`config.mk`:
```
export PLATFORM = sky130hd
export DESIGN_NAME = instruction_fetch
export DESIGN_NICKNAME = d
export VERILOG_FILES = /design/src/rtl/cpu_pkg.sv /design/src/rtl/if_id_register.sv /design/src/rtl/instruction_fetch.sv
export SDC_FILE = /design/constraint.sdc
export NUM_CORES = 1
export LEC_CHECK = 0
export ABC_AREA = 1
export CAP_MARGIN = 20
export CELL_PAD_IN_SITES_DETAIL_PLACEMENT = 1
export CELL_PAD_IN_SITES_GLOBAL_PLACEMENT = 1
export CORE_MARGIN = 5
export CORE_UTILIZATION = 40
export CTS_CLUSTER_DIAMETER = 200
export DETAILED_ROUTE_END_ITERATION = 10
export PLACE_DENSITY = 0.84
export SYNTH_ARGS = -nofsm -noshare
export SYNTH_HDL_FRONTEND = slang
export SYNTH_SLANG_ARGS = --single-unit
```
`constraint.sdc`:
```
create_clock -name clk -period 10.49 [get_ports clk]
set_input_delay 1.5735 -clock clk [delete_from_list [all_inputs] [get_ports clk]]
set_output_delay 1.5735 -clock clk [all_outputs]
set_load 0.005 [all_outputs]
```
`src/rtl/cpu_pkg.sv`:
```
// rtl/cpu_pkg.sv - shared RV32I core types and constants
// FETCH_MISALIGN_CHECK_EN adds the FAULT fetch state.
package cpu_pkg;

   localparam logic [31:0] DEFAULT_NOP_INSTR = 32'h0000_0013;
   localparam logic [6:0]  OPCODE_JAL        = 7'b1101111;
   localparam logic [6:0]  OPCODE_LUI        = 7'b0110111;
   localparam logic [6:0]  OPCODE_AUIPC      = 7'b0010111;
   localparam logic [6:0]  OPCODE_BRANCH     = 7'b1100011;
   localparam logic [6:0]  OPCODE_STORE      = 7'b0100011;

   typedef enum logic [2:0] {
      S_IDLE,
      S_REQ,
      S_WAIT,
      S_HOLD,
      S_DRAIN
`ifdef FETCH_MISALIGN_CHECK_EN
      , S_FAULT
`endif
   } fetch_state_t;

   typedef enum logic [2:0] {IMM_I, IMM_S, IMM_B, IMM_U, IMM_J} imm_sel_t;

   function automatic imm_sel_t imm_sel_for_opcode(input logic [6:0] opcode);
      imm_sel_t sel;
      case (opcode)
         OPCODE_JAL:                sel = IMM_J;
         OPCODE_LUI, OPCODE_AUIPC:  sel = IMM_U;
         OPCODE_BRANCH:             sel = IMM_B;
         OPCODE_STORE:              sel = IMM_S;
         default:                   sel = IMM_I;
      endcase
      return sel;
   endfunction

endpackage

```
`src/rtl/if_id_register.sv`:
```
// rtl/if_id_register.sv - IF/ID flop bank
// Update priority: flush > stall > load > bubble.
module if_id_register #(
   parameter logic [31:0] NOP_INSTR = cpu_pkg::DEFAULT_NOP_INSTR
) (
   input  logic        clk,
   input  logic        rst,
   input  logic        flush_i,
   input  logic        stall_i,
   input  logic        load_i,
   input  logic [31:0] load_pc_i,
   input  logic [31:0] load_instr_i,
   input  logic        load_misaligned_i,
   output logic        valid_o,
   output logic [31:0] pc_o,
   output logic [31:0] pc_plus4_o,
   output logic [31:0] instr_o,
   output logic        misaligned_o
);

   logic        valid_q;
   logic [31:0] pc_q;
   logic [31:0] pc_plus4_q;
   logic [31:0] instr_q;
   logic        misaligned_q;

   always_ff @(posedge clk or posedge rst) begin
      if (rst) begin
         valid_q      <= 1'b0;
         pc_q         <= 32'h0000_0000;
         pc_plus4_q   <= 32'h0000_0004;
         instr_q      <= NOP_INSTR;
         misaligned_q <= 1'b0;
      end else if (flush_i) begin
         valid_q      <= 1'b0;
         instr_q      <= NOP_INSTR;
         misaligned_q <= 1'b0;
      end else if (!stall_i) begin
         if (load_i) begin
            valid_q      <= 1'b1;
            pc_q         <= load_pc_i;
            pc_plus4_q   <= load_pc_i + 32'd4;
            instr_q      <= load_instr_i;
            misaligned_q <= load_misaligned_i;
         end else begin
            valid_q      <= 1'b0;
            instr_q      <= NOP_INSTR;
            misaligned_q <= 1'b0;
         end
      end
   end

   assign valid_o      = valid_q;
   assign pc_o         = pc_q;
   assign pc_plus4_o   = pc_plus4_q;
   assign instr_o      = instr_q;
   assign misaligned_o = misaligned_q;

endmodule

```
`src/rtl/instruction_fetch.sv`:
```
// rtl/instruction_fetch.sv - IF stage: PC, single-outstanding fetch FSM, IF/ID register
// FETCH_MISALIGN_CHECK_EN: trap misaligned PCs in FAULT instead of masking redirect targets.
module instruction_fetch
   import cpu_pkg::*;
#(
   parameter logic [31:0] RESET_PC  = 32'h0000_0000,
   parameter logic [31:0] NOP_INSTR = DEFAULT_NOP_INSTR
) (
   input  logic        clk,
   input  logic        rst,
   input  logic        stall,
   input  logic        redirect_valid,
   input  logic [31:0] redirect_pc,
   output logic        imem_req_valid,
   input  logic        imem_req_ready,
   output logic [31:0] imem_addr,
   input  logic        imem_rsp_valid,
   input  logic [31:0] imem_rsp_data,
   output logic        if_id_valid,
   output logic [31:0] if_id_pc,
   output logic [31:0] if_id_pc_plus4,
   output logic [31:0] if_id_instruction,
   output logic        if_id_misaligned
);

   fetch_state_t state_q, state_d;
   logic [31:0]  pc_q, pc_d;
   logic [31:0]  req_pc_q, req_pc_d;
   logic [31:0]  hold_q, hold_d;
   logic         req_valid_q, req_valid_d;
   logic [31:0]  redirect_target;
   logic         req_fire;

   logic         ifid_load;
   logic [31:0]  ifid_pc;
   logic [31:0]  ifid_instr;
   logic         ifid_misaligned;

`ifdef FETCH_MISALIGN_CHECK_EN
   assign redirect_target = redirect_pc;
`else
   logic unused_redirect_lsb;
   assign redirect_target     = {redirect_pc[31:2], 2'b00};
   assign unused_redirect_lsb = ^redirect_pc[1:0];
`endif

   assign req_fire = imem_req_valid && imem_req_ready;

   always_comb begin
      state_d         = state_q;
      pc_d            = pc_q;
      req_pc_d        = req_pc_q;
      hold_d          = hold_q;
      ifid_load       = 1'b0;
      ifid_pc         = req_pc_q;
      ifid_instr      = imem_rsp_data;
      ifid_misaligned = 1'b0;
      case (state_q)
         S_IDLE: begin
            state_d = S_REQ;
            if (redirect_valid) pc_d = redirect_target;
         end
         S_REQ: begin
            if (redirect_valid) begin
               pc_d = redirect_target;
               // A request accepted on the redirect edge is already in flight; drop its response.
               if (req_fire) state_d = S_DRAIN;
            end
`ifdef FETCH_MISALIGN_CHECK_EN
            else if (pc_q[1:0] != 2'b00) begin
               if (!stall) begin
                  ifid_load       = 1'b1;
                  ifid_pc         = pc_q;
                  ifid_instr      = NOP_INSTR;
                  ifid_misaligned = 1'b1;
                  state_d         = S_FAULT;
               end
            end
`endif
            else if (req_fire) begin
               req_pc_d = pc_q;
               state_d  = S_WAIT;
            end
         end
         S_WAIT: begin
            if (imem_rsp_valid) begin
               if (redirect_valid) begin
                  pc_d    = redirect_target;
                  state_d = S_REQ;
               end else if (stall) begin
                  hold_d  = imem_rsp_data;
                  state_d = S_HOLD;
               end else begin
                  ifid_load = 1'b1;
                  pc_d      = req_pc_q + 32'd4;
                  state_d   = S_REQ;
               end
            end else if (redirect_valid) begin
               pc_d    = redirect_target;
               state_d = S_DRAIN;
            end
         end
         S_HOLD: begin
            if (redirect_valid) begin
               pc_d    = redirect_target;
               state_d = S_REQ;
            end else if (!stall) begin
               ifid_load  = 1'b1;
               ifid_instr = hold_q;
               pc_d       = req_pc_q + 32'd4;
               state_d    = S_REQ;
            end
         end
         S_DRAIN: begin
            if (redirect_valid) pc_d = redirect_target;
            if (imem_rsp_valid) state_d = S_REQ;
         end
`ifdef FETCH_MISALIGN_CHECK_EN
         S_FAULT: begin
            if (redirect_valid) begin
               pc_d    = redirect_target;
               state_d = S_REQ;
            end
         end
`endif
         default: state_d = S_IDLE;
      endcase
`ifdef FETCH_MISALIGN_CHECK_EN
      req_valid_d = (state_d == S_REQ) && (pc_d[1:0] == 2'b00);
`else
      req_valid_d = (state_d == S_REQ);
`endif
   end

   always_ff @(posedge clk or posedge rst) begin
      if (rst) begin
         state_q     <= S_IDLE;
         pc_q        <= RESET_PC;
         req_pc_q    <= RESET_PC;
         hold_q      <= NOP_INSTR;
         req_valid_q <= 1'b0;
      end else begin
         state_q     <= state_d;
         pc_q        <= pc_d;
         req_pc_q    <= req_pc_d;
         hold_q      <= hold_d;
         req_valid_q <= req_valid_d;
      end
   end

   assign imem_req_valid = req_valid_q;
   assign imem_addr      = pc_q;

   if_id_register #(
      .NOP_INSTR(NOP_INSTR)
   ) u_if_id (
      .clk               (clk),
      .rst               (rst),
      .flush_i           (redirect_valid),
      .stall_i           (stall),
      .load_i            (ifid_load),
      .load_pc_i         (ifid_pc),
      .load_instr_i      (ifid_instr),
      .load_misaligned_i (ifid_misaligned),
      .valid_o           (if_id_valid),
      .pc_o              (if_id_pc),
      .pc_plus4_o        (if_id_pc_plus4),
      .instr_o           (if_id_instruction),
      .misaligned_o      (if_id_misaligned)
   );

`ifndef SYNTHESIS
   rsp_only_when_expected: assert property (@(posedge clk) disable iff (rst)
      imem_rsp_valid |-> (state_q == S_WAIT || state_q == S_DRAIN));
`endif

endmodule

```
# After elaboration in Yosys (flattened, before gate mapping)
# Index checks and enable logic that the tools add are counted.
# classes
bitwise_logic	2
n_eq_ne	6
add_sub_neg	1
reduce_logical	7
n_mux	29
# ops
operator	count
$mux 32	8
$pmux 32 s3	1
$add 32x3->32 const B	1
$mux 3	8
$pmux 3 s5	1
$mux 1	8
$eq 3x1->1 const B	2
$eq 3x2->1 const B	2
$reduce_and 3->1	2
$mux 2	2
$reduce_and 4->1	1
$eq 3x3->1 const B	1
$logic_not 3->1	1
$reduce_bool 3->1	1
$reduce_or 3->1	1
$ne 2x1->1 const B	1
$not 1->1	2
$pmux 1 s2	1
$logic_and 1x1->1	1
# totals
reg_bits	198
input_bits	70

# Longest topological paths before layout
# Gate-level depths: netlist of the first run.
# logic_depth
word_depth	7
mapped_depth	11
mapped_depth_nobuf	11

# Hierarchy
# A second synthesis of the first run with hierarchy kept.
# unflattened
hier_cells	1478
area_unflattened_um2	10702.8
# modules_own_cells
mod	instances	cells_each	area_per_inst_um2
instruction_fetch	1	955	6316.1
if_id_register	1	523	4386.7

# Least setup slack after synthesis of the first run
# No wires, ideal clock.
# synth_timing
path_type	input to register
startpoint	input stall
endpoint	register hold_q[10]
path_buffers	1
required_ps	10365
setup_time_ps	125
t_arrival_ps	2604
setup_slack_ps	7761
cell_stages	5
cell_sequence	inv_1 -> nor2_2 -> nand4_2 -> buf_2 -> mux2_2
# synth_via
elab_chain_cells	1
# synth_lines
item	line_no	text
start: declaration	instruction_fetch.sv:11	input logic stall,
$reduce_and 4->1 (no source line)	--	
end signal: assignment	instruction_fetch.sv:146	hold_q <= hold_d;
end: declaration	instruction_fetch.sv:29	logic [31:0] hold_q, hold_d;
# Every way passes these cells.
# A chain may end at the register's enable or synchronous reset.

# Final worst setup path of the first run
# layout_timing
startpoint	input redirect_valid
endpoint	register u_if_id.instr_q[7] (netlist: u_if_id.instr_o[7])
# layout_via
elab_chain_cells	6
# layout_lines
item	line_no	text
start: declaration	instruction_fetch.sv:12	input logic redirect_valid,
$mux 1	instruction_fetch.sv:87	if (redirect_valid) begin
$mux 1	instruction_fetch.sv:86	if (imem_rsp_valid) begin
$pmux 1 s2	instruction_fetch.sv:58	case (state_q)
$mux 32	if_id_register.sv:39	if (load_i) begin
$mux 32	if_id_register.sv:38	end else if (!stall_i) begin
$mux 32	if_id_register.sv:34	end else if (flush_i) begin
end signal: assignment	if_id_register.sv:43	instr_q <= load_instr_i;
end: declaration	if_id_register.sv:24	logic [31:0] instr_q;
# Parallel ways exist; a longest one is shown, timed or not. The select of a mux whose other input is x is not followed.

==> flow_metrics.py, run 1 <==
metrics = {
    "outcome": {
        "status": "finished clean",
    },
    "layout": {
        "syn2layout_area_growth_pct": 31.2,
        "layout_common_cells": "nand2_1 (326), clkdlybuf4s50_1 (197), dfrtp_1 (188)",
        "mostFrequentLayoutCell": "nand2_1",
        "drive_gt1_share_pct": 8.17,
        "fin_cells": 1480,
        "diodes": 0,
        "nets": 1258,
    },
    "route": {
        "drt-vias-per-instance": 5.14,
        "drc": 0,
        "first_pass_iters": 7,
        "drt_iter0_markers": 376,
        "vias": 7611,
        "drt_wl_total_um": 27300,
        "wire_per_inst_um": 18.5,
        "ant_nets": 0,
    },
    "global_route": {
        "grt_max_degree": 117,
        "grt_overflow": 0,
        "grt_pass1_wl_um": 44500,
        "first_global_vias": 8290,
        "antenna_found_initial": 1,
        "track_usage_pct": 22.5,
    },
    "pwr": {
        "peakVddDrop_mv": 0.118,
        "powerDensity_nw_per_um2": 253,
        "p_leak_nw": 5.46,
        "p_total_w": 0.00292,
    },
    "logic_synthesis": {
        "ys_ff_latch": 195,
        "avgSynthCellArea_sq_um": 8.74,
        "synthSimpleGateAreaFrac_pct": 20.5,
        "synth_compound_area_share_pct": 11.4,
        "synth_top_cell_area_share_pct": 53.4,
        "synth_top_cells_by_area": "dfrtp_1 (53%), nand2_1 (14%), o21ai_0 (5.3%), mux2_2 (4.6%), nor2_1 (3.7%)",
        "synthAdderAreaFrac_pct": 0.142,
        "netlist_instances": 1008,
        "yosys_warnings": 0,
        "syn_area_sq_um": 8810,
        "seq_area_frac_synth_pct": 55.5,
        "yosysTopAreaCell": "dfrtp_1",
        "yosysUniqueCellTypes": 39,
        "ys.flop_type": "dfrtp_1",
        "synth_top_family_by_area": "simple AND/OR/NAND/NOR gates",
        "synthXorXnorAreaFrac_pct": 2.19,
        "synth_async_sr_flop_share_pct": 100,
        "synth_enable_flop_cells": 0,
        "synth.area.mux_share_pct": 4.60,
        "syn-num-nets": 1079,
    },
    "clock_network": {
        "root_buffer": "clkbuf_16",
        "cts_tree": "yes",
        "clock-sinks": 195,
        "clock_path_buffers": 2,
        "cts_made_buffers": 17,
        "htreeDepth": 4,
        "insertion_delay_ns": 0.44,
        "cts_resized": 0,
        "post_cts_buffers": 0,
        "clk_pin_slew_ns": 0.07,
        "postCtsHoldBufs": 0,
    },
    "setup_path": {
        "crit_fanout": 81,
        "setup.worst_path.end_class": "register",
        "start_kind": "input pin",
        "setup.worst_path.class": "in -> reg",
        "arrival_ns": 4.28,
        "required_ns": 10.84,
    },
    "sta": {
        "rsz0062_at_grt": "no",
        "max_slew_margin_pct": 41.9,
        "hold-worst-slack_ns": 0.469,
        "hold_viol_final": 0,
        "period_needed_ns": 3.93,
        "finalSetupViolCount": 0,
        "tightest_slew_ns": 0.871,
        "clock_skew_ns": 0.0152,
        "maxSlewViolCount": 0,
        "fin_tns_setup_ns": 0,
        "post-route-period-util_pct": 37.4,
        "fin_ws_ns": 6.56,
        "max_freq_ghz": 0.255,
    },
    "placement": {
        "numPortBuffers": 197,
        "place_hpwl_um": 19200,
        "place_inst": 1447,
        "pre_cts_slack_ns": 6.09,
        "gp_congestion": 0.833,
    },
    "floorplanning": {
        "initial_core_util_pct": 40.5,
        "io_pins": 201,
        "dieWidth_um": 158,
        "design.core.area_sq_um": 21800,
        "die_height_um": 158,
        "rows": 54,
        "die_area_sq_um": 25100,
    },
    "job": {
        "max-cap-violations": 0,
    },
    "worst_hold_path": {
        "min_path_type": "reg -> reg",
    },
}
==> metal layers <==
metal	GRT usage, %	vias to the layer above	share of wire (%)	routed length (um)
met5	0	-	0.040	11
met4	6.58	2	1.9	520
met3	6.96	37	7.6	2080
met2	38.1	201	50	13600
met1	27.9	3758	41	11100
li1	-	3613	-	-
==> kinds of logic (layout without fill, tap and decap cells) <==
family	after synthesis	count (layout)
buf+inv	112	304
xor+xnor	22	22
simple gates	455	455
flops	195	195
other cells	1	1
mux	36	36
compound gates	186	186
fa+ha+maj	1	1
==> worst max-delay path, cell delays in order <==
cell and delay [ns]:
clkdlybuf4s50_1 0.39, buf_4 0.29, nor2_1 0.54, nand2_4 0.19, nor2_8 0.13, buf_4 0.67
o21ai_0 0.25, o21ai_1 0.20
==> synthesized netlist by cell type (4+ instances only) <==
library cell  count
nor3_1            7
a31oi_1           6
nand3_1          19
a22oi_1           9
nand2_1         326
o21ai_0          93
nor2_1           86
clkbuf_1         23
o21ai_1          30
nor2_2            4
inv_1            63
xnor2_1           8
buf_6             5
a21oi_1          32
buf_2            10
mux2_2           36
nand4_1           4
o211ai_1          4
dfrtp_1         188
buf_4             6
xor2_1           14
dfstp_2           7
==> through the flow <==
stage	util [%]	instance area, sq um
3_3_place_gp	50.4	11000
6_report	53.1	11600
2_1_floorplan	-	8810
4_1_cts	53.0	11500
5_1_grt	53.1	11600
3_5_place_dp	50.4	11000
==> where the power goes <==
part           switching [W]  total [W]  internal [W]  leakage (nW)
combinational       0.000501    0.00102      0.000522          2.67
clock               0.000324   0.000642      0.000318         0.282
sequential          0.000231    0.00126       0.00103          2.51
total                0.00106    0.00292       0.00187          5.46
==> area by class of cell <==
class | instances | area, sq um
fill | 2565 | 10200
sequential | 195 | 4890
multi-input combinational | 701 | 3440
timing repair buffer | 207 | 2070
clock buffer | 18 | 429
tap | 280 | 350
inverter | 65 | 251
clock inverter | 14 | 139
==> sequential cells by signal, indices dropped and copies added, names as in the netlist <==
signal              flops
u_if_id.pc_plus4_o     32
hold_q                 32
imem_addr              32
u_if_id.pc_o           30
state_q                 3
u_if_id.instr_o        32
imem_req_valid          1
u_if_id.valid_o         1
ifid_pc                32
==> final timing paths <==
check | slack, ns | cells past startpoint | endpoint | from
setup / recovery | 6.56 | 8 | u_if_id.instr_o[7] | redirect_valid
hold / removal | 0.47 | 2 | u_if_id.pc_plus4_o[2] | u_if_id.pc_plus4_o[2]
setup reg to reg | 7.91 | 9 | u_if_id.instr_o[7] | state_q[0]
hold reg to reg | 0.47 | 2 | u_if_id.pc_plus4_o[2] | u_if_id.pc_plus4_o[2]
max in group asynchronous | 7.71 | 4 | ifid_pc[17] | rst
min in group asynchronous | 1.70 | 2 | ifid_pc[0] | rst
(Power assumes the default switching activity.)
==> inputs of run 2 (changes only) <==
--- a/config.mk
+++ b/config.mk
@@ -10,10 +10,10 @@
 export CELL_PAD_IN_SITES_DETAIL_PLACEMENT = 1
 export CELL_PAD_IN_SITES_GLOBAL_PLACEMENT = 1
 export CORE_MARGIN = 5
-export CORE_UTILIZATION = 40
+export CORE_UTILIZATION = 34
 export CTS_CLUSTER_DIAMETER = 200
 export DETAILED_ROUTE_END_ITERATION = 10
-export PLACE_DENSITY = 0.84
+export PLACE_DENSITY = 0.76
 export SYNTH_ARGS = -nofsm -noshare
 export SYNTH_HDL_FRONTEND = slang
 export SYNTH_SLANG_ARGS = --single-unit
==> constraint.sdc (replaced) <==
create_clock -name clk -period 3.32 [get_ports clk]
set_input_delay 0.498 -clock clk [delete_from_list [all_inputs] [get_ports clk]]
set_output_delay 0.498 -clock clk [all_outputs]
set_load 0.005 [all_outputs]
==> flow_metrics.py, run 2 (same netlist as run 1, synthesis figures left out) <==
metrics = {
    "floorplanning": {
        "die_height_um": 171,
        "rows": 59,
        "design.core.area_sq_um": 25800,
        "io_pins": 201,
        "die_area_sq_um": 29200,
        "dieWidth_um": 171,
        "initial_core_util_pct": 34.2,
    },
    "route": {
        "vias": 7675,
        "drt_wl_total_um": 27800,
        "ant_nets": 0,
        "drc": 0,
        "drt-vias-per-instance": 4.95,
        "wire_per_inst_um": 18.0,
        "first_pass_iters": 4,
        "drt_iter0_markers": 347,
    },
    "clock_network": {
        "clk_pin_slew_ns": 0.07,
        "cts_made_buffers": 17,
        "clock_path_buffers": 2,
        "htreeDepth": 4,
        "cts_resized": 0,
        "cts_tree": "yes",
        "insertion_delay_ns": 0.44,
        "clock-sinks": 195,
        "post_cts_buffers": 0,
        "root_buffer": "clkbuf_16",
        "postCtsHoldBufs": 0,
    },
    "layout": {
        "layout_common_cells": "nand2_1 (326), clkdlybuf4s50_1 (197), dfrtp_1 (188)",
        "drive_gt1_share_pct": 9.31,
        "fill_cells": 3003,
        "mostFrequentLayoutCell": "nand2_1",
        "design_area_sq_um": 11800,
        "nets": 1273,
        "diodes": 0,
        "syn2layout_area_growth_pct": 33.9,
    },
    "placement": {
        "place_hpwl_um": 20200,
        "place_area_sq_um": 11200,
        "gp_congestion": 0.849,
        "numPortBuffers": 197,
    },
    "setup_path": {
        "setup.worst_path.end_class": "register",
        "required_ns": 3.61,
        "crit_fanout": 37,
        "start_kind": "input pin",
        "arrival_ns": 2.54,
        "setup.worst_path.class": "in -> reg",
    },
    "outcome": {
        "status": "finished clean",
    },
    "sta": {
        "finalSetupViolCount": 0,
        "max_slew_margin_pct": 43.5,
        "fin_tns_setup_ns": 0,
        "tightest_slew_ns": 0.846,
        "rsz0062_at_grt": "no",
        "post-route-period-util_pct": 67.5,
        "hold_viol_final": 0,
        "max_freq_ghz": 0.446,
        "clock_skew_ns": 0.0191,
        "maxSlewViolCount": 0,
        "period_needed_ns": 2.24,
    },
    "global_route": {
        "first_global_vias": 8366,
        "antenna_found_initial": 2,
        "grt_pass1_wl_um": 45200,
        "track_usage_pct": 19.4,
        "grt_overflow": 0,
        "grt_max_degree": 39,
    },
    "pwr": {
        "powerDensity_nw_per_um2": 790,
        "peakVddDrop_mv": 0.327,
        "p_leak_nw": 5.55,
    },
    "job": {
        "max-cap-violations": 0,
    },
    "worst_hold_path": {
        "min_path_type": "reg -> reg",
    },
}
## run 2: layout make-up
cell class,count,area (sq um),area share [%]
sequential,195,4890,41.4
multi-input combinational,701,3440,29.1
clock inverter,12,139,1.18
inverter,65,248,2.10
clock buffer,19,453,3.84
timing repair buffer,222,2220,18.8
tap,335,419,3.55
## run 2: metal layers
metal	vias up	part of all wire, %	wire, um	global-route usage, %
li1	3643	-	-	-
met1	3799	42	11700	24.5
met2	192	48	13400	32.4
met3	37	7.4	2060	5.85
met4	4	2.1	591	5.92
met5	-	0.075	21	0
## run 2: path summary, 6_finish.rpt
| check | cells past startpoint | end | from | slack [ns] |
|---|---|---|---|---|
| worst max-delay path | 8 | u_if_id.pc_plus4_o[10] | redirect_valid | 1.08 |
| worst min register to register | 2 | u_if_id.pc_plus4_o[4] | u_if_id.pc_plus4_o[4] | 0.47 |
| worst min-delay path | 2 | u_if_id.pc_plus4_o[4] | u_if_id.pc_plus4_o[4] | 0.47 |
| min in group asynchronous | 2 | u_if_id.pc_plus4_o[0] | rst | 0.58 |
| worst max register to register | 10 | u_if_id.pc_plus4_o[10] | state_q[1] | 1.14 |
| max in group asynchronous | 3 | u_if_id.pc_plus4_o[2] | rst | 2.04 |
## run 2: where the power goes
group          leakage, nW  switching, W  internal, W
clock                0.285      0.000994      0.00110
sequential            2.51      0.000729      0.00325
combinational         2.76       0.00157      0.00168
total                 5.55       0.00330      0.00603
## run 2: through the flow
step / setup slack, ns / hold WS, ns / util (%) / instances / total power, W
2_1_floorplan: 0.309 / 0.451 / - / 1008 / 0.00541
3_3_place_gp: 0.621 / 0.452 / 43.5 / 1518 / 0.00718
3_5_place_dp: 0.597 / 0.457 / 43.5 / 1518 / 0.00732
4_1_cts: 1.06 / 0.475 / 45.8 / 1549 / 0.00946
5_1_grt: 0.918 / 0.500 / 45.8 / 1549 / 0.0100
6_report: 1.08 / 0.471 / 45.8 / 1549 / 0.00933
## run 2: critical path, stage by stage
cell	delay, ns
clkdlybuf4s50_1	0.65
nor2_1	0.33
nand2_4	0.16
nor2_8	0.34
inv_2	0.06
buf_4	0.26
nand2_1	0.11
o21ai_0	0.10
